$ cat src/rtl/or_event_collector.sv
// Rising-edge event collector: sticky pending flags, masked OR irq, saturating event
// counter, and a 4-phase req/ack handshake for clearing pending bits.
module or_event_collector #(
    parameter int N     = 4,
    parameter int CNT_W = 8
) (
    input  logic             clk,
    input  logic             rst,
    input  logic [N-1:0]     evt_in,
    input  logic [N-1:0]     mask,
    input  logic             clr_req,
    input  logic [N-1:0]     clr_mask,
    output logic             clr_ack,
    output logic [N-1:0]     pending,
    output logic             irq,
    output logic [CNT_W-1:0] evt_cnt,
    output logic             overflow
);

    // state | meaning
    // IDLE  | waiting for clr_req, clr_ack low
    // CLEAR | one cycle, applies cm_q to pending (same-cycle rises win)
    // ACK   | clr_ack high until clr_req is seen low
    typedef enum logic [1:0] {
        IDLE  = 2'd0,
        CLEAR = 2'd1,
        ACK   = 2'd2
    } state_t;

    localparam int SW = CNT_W + 5;
    localparam logic [SW-1:0] CNT_MAX = {{5{1'b0}}, {CNT_W{1'b1}}};

    state_t          state;
    logic [N-1:0]    evt_q;
    logic [N-1:0]    cm_q;
    logic [N-1:0]    rise;
    logic [4:0]      rise_cnt;
    logic [SW-1:0]   sum;

    assign rise = evt_in & ~evt_q;
    assign irq  = |(pending & mask);

    always_comb begin
        rise_cnt = '0;
        for (int i = 0; i < N; i++) begin
            rise_cnt = rise_cnt + 5'(rise[i]);
        end
    end

    assign sum = SW'(evt_cnt) + SW'(rise_cnt);

    // evt_q resets to ones so lines already high at reset release are not events
    always_ff @(posedge clk or posedge rst) begin
        if (rst) begin
            evt_q    <= '1;
            evt_cnt  <= '0;
            overflow <= 1'b0;
        end else begin
            evt_q <= evt_in;
            if (sum > CNT_MAX) begin
                evt_cnt  <= '1;
                overflow <= 1'b1;
            end else begin
                evt_cnt <= sum[CNT_W-1:0];
            end
        end
    end

    always_ff @(posedge clk or posedge rst) begin
        if (rst) begin
            state   <= IDLE;
            cm_q    <= '0;
            clr_ack <= 1'b0;
            pending <= '0;
        end else begin
            case (state)
                IDLE: begin
                    pending <= pending | rise;
                    if (clr_req) begin
                        cm_q  <= clr_mask;
                        state <= CLEAR;
                    end
                end
                CLEAR: begin
                    pending <= (pending & ~cm_q) | rise;
                    state   <= ACK;
                    clr_ack <= 1'b1;
                end
                ACK: begin
                    pending <= pending | rise;
                    if (!clr_req) begin
                        state   <= IDLE;
                        clr_ack <= 1'b0;
                    end
                end
                default: begin
                    pending <= pending | rise;
                    state   <= IDLE;
                    clr_ack <= 1'b0;
                end
            endcase
        end
    end

endmodule

$ cat config.mk
export PLATFORM = sky130hd
export DESIGN_NAME = or_event_collector
export DESIGN_NICKNAME = d
export VERILOG_FILES = /design/src/rtl/or_event_collector.sv
export SDC_FILE = /design/constraint.sdc
export NUM_CORES = 1
export LEC_CHECK = 0
export CAP_MARGIN = 10
export CORE_ASPECT_RATIO = 1.25
export CORE_MARGIN = 8
export CORE_UTILIZATION = 41
export DETAILED_ROUTE_END_ITERATION = 6
export HOLD_SLACK_MARGIN = 0.08
export PLACE_DENSITY = 0.73
export SLEW_MARGIN = 20
export SYNTH_ARGS = -nofsm -noshare
export SYNTH_HDL_FRONTEND = slang
export SYNTH_SLANG_ARGS = --single-unit
$ cat constraint.sdc
create_clock -name clk -period 2.3 [get_ports clk]
set_input_delay 0.575 -clock clk [delete_from_list [all_inputs] [get_ports clk]]
set_output_delay 0.575 -clock clk [all_outputs]
set_load 0.005 [all_outputs]
==> impl_metrics.toml <==
[floorplan]
rows = 20
ioPinCount = 30
initial_core_util = 0.432
die_w_um = 61.2
die_area_um2 = 4440
dieHeight_um = 72.5
core_um2 = 2430

[finish]
utilization = 0.657
area.growth.synth_to_final_pct = 52.0
diodes = 0
fin_area_um2 = 1590
final_cell_mix = "clkdlybuf4s50_1, dfrtp_1, nand2_1, buf_4"
drive_gt1_frac = 0.348
instances_no_fill = 174
final_common_cell = "clkdlybuf4s50_1"
finalNetCount = 161

[critical_path]
required_ns = 2.54
critical_path_class = "reg -> reg"
regToRegStartpoint = "evt_q[2]$_DFF_PP1_"
startpoint_type = "flop"
end_kind = "flop"
path_max_fanout = 3
crit_start = "evt_q[2]$_DFF_PP1_"
arrival_ns = 2.50

[power]
swShare = 0.343
p_int_mw = 1.14
clock_power_share = 0.125
ir_drop_mv = 0.739
power_frac_seq = 0.438
p_leak_nw = 0.721
power.density_nw_per_um2 = 1090
p_sw_uw = 596
comb_power_share = 0.437

[placement]
hpwl_mm = 1.72
io_buffers = 29
routabilityCongestion = 0.720
post_dp_cell_area_um2 = 1450
dp_cells = 158

[logic_synthesis]
synthCells = 90
syn_area_um2 = 1050
synth_warnings = 0
synth_top_area_cell = "dfrtp_1"
yosysSeqAreaShare = 0.578
syn-num-nets = 109
synth_top_area_share = 0.477
ys_ff_latch = 24
avgSynthCellArea_um2 = 11.7
synth.area.top_cells = "dfrtp_1, dfstp_2, nand2_1"
ys_types = 23

[grt]
grt_pass1_wl_mm = 3.88
grt_overflow = 0
first_global_vias = 885
track_usage = 0.115
antenna_found_initial = 0
grt_start_max_net_pins = 25

[drt]
wire_per_inst_um = 14.0
firstDrtPassIters = 4
detail-route-antenna-nets = 0
drt-vias-per-instance = 4.70
drtIter0Drc = 14
wl_mm = 2.44
drc = 0
vias = 818

[clock_network]
hold_buffers = 0
cts_tree = "done"
cts_root_buf = "clkbuf_4"
h-tree-depth = 1
clkLatencyLatePin_ns = 0.31
numCtsBuffers = 3
clk_pin_slew_ns = 0.13
cts.sinks = 24
cts_max_path_buffers = 2

[run_status]
status = "completed"

[hold_path]
min-delay-start = "evt_in[2]"
hp-class = "in -> reg"

[flow_run]
cap_violations = 0

[timing]
relSlewSlack = 0.792
period_share = 0.984
worst_pin_slew_ns = 0.312
hold_slack_ns = 0.375
setup_viol = 0
max_freq_mhz = 442
min_period_ns = 2.26
final-hold-violation-count = 0
rsz0062_at_grt = "true"
fin_worst_skew_ns = 0.00107
slew_violations = 0
[cell type report]
cell class	instances	area (um2)
clock buffers	4	36.3
fillers	212	833
inverters	6	22.5
multi-input cells	60	469
flip-flops and latches	24	606
well taps	33	41.3
repair buffers	47	419
[synth_stat cells (all sizes together)]
master,number
nand2,21
dfrtp,20
nand2b,7
inv,6
nor2,6
mux2,5
dfstp,4
fa,3
xor2,3
a21oi,2
a22oi,2
nand3,2
nor2b,2
o21ai,2
ha,1
mux2i,1
nor3,1
o2111ai,1
o21bai,1
[cell families after synthesis]
logic type | after synthesis | synth area share
buffers and inverters | 6 | 0.0215
and+or+nand+nor | 39 | 0.187
adders and majority gates | 4 | 0.0692
AOI/OAI and AO/OA | 8 | 0.0525
muxes | 6 | 0.0668
DFF | 24 | 0.578
xor gates and xnor gates | 3 | 0.0251
[critical path: stages, from the launching register on]
cell	delay (ns)
dfstp_2	0.54
nand2b_4	0.13
fa_1	0.44
fa_2	0.37
inv_2	0.06
fa_2	0.24
nand3_4	0.11
nor2_2	0.12
mux2i_1	0.19
[path summary, 6_finish.rpt]
check	end	slack, ns	cells past startpoint
setup / recovery	evt_cnt[6]$_DFF_PP0_	0.04	8
hold / removal	evt_q[2]$_DFF_PP1_	0.38	1
setup reg to reg	evt_cnt[6]$_DFF_PP0_	0.04	8
hold reg to reg	overflow$_DFFE_PP0N_	0.48	1
max in group asynchronous	evt_q[2]$_DFF_PP1_	1.43	3
min in group asynchronous	overflow$_DFFE_PP0N_	0.59	3
[stage by stage]
stage / power (mW) / TNS [ns] / setup WS [ns]
after floorplan: 1.10 / -0.0203 / -0.0203
after global placement: 1.46 / -4.45 / -0.591
after detailed placement: 1.49 / -5.00 / -0.668
after CTS: 1.73 / 0 / 0.00371
after global routing: 1.88 / -0.0915 / -0.0464
final: 1.74 / 0 / 0.0358
[metal layers]
metal / global-route usage / share of wire
met4: 0.0416 / 0.013
met5: 0 / 0
met3: 0.0301 / 0.062
met1: 0.139 / 0.43
met2: 0.186 / 0.50
[what timing repair did]
| action | in CTS | in global routing |
|---|---|---|
| pin swaps | 3 | 3 |
| buffers inserted | 13 | 0 |
| gates resized for setup | 6 | 8 |
| cloned | 0 | 0 |
| setup endpoints to repair | 9 | 9 |
[registers in the layout (all words and copies together), names as in the netlist]
| register | cells |
|---|---|
| clr_ack | 1 |
| cm_q | 4 |
| evt_cnt | 8 |
| evt_q | 4 |
| overflow | 1 |
| pending | 4 |
| state | 2 |
[power by group through the flow]
stage                     combinational, mW  sequential (mW)  clock [mW]
after floorplan                       0.363            0.740           0
after global placement                0.715            0.746           0
after detailed placement              0.735            0.753           0
after CTS                             0.758            0.747       0.225
after global routing                  0.848            0.785       0.245
final                                 0.760            0.763       0.217
Note: power is estimated with default switching activity, not from simulation.
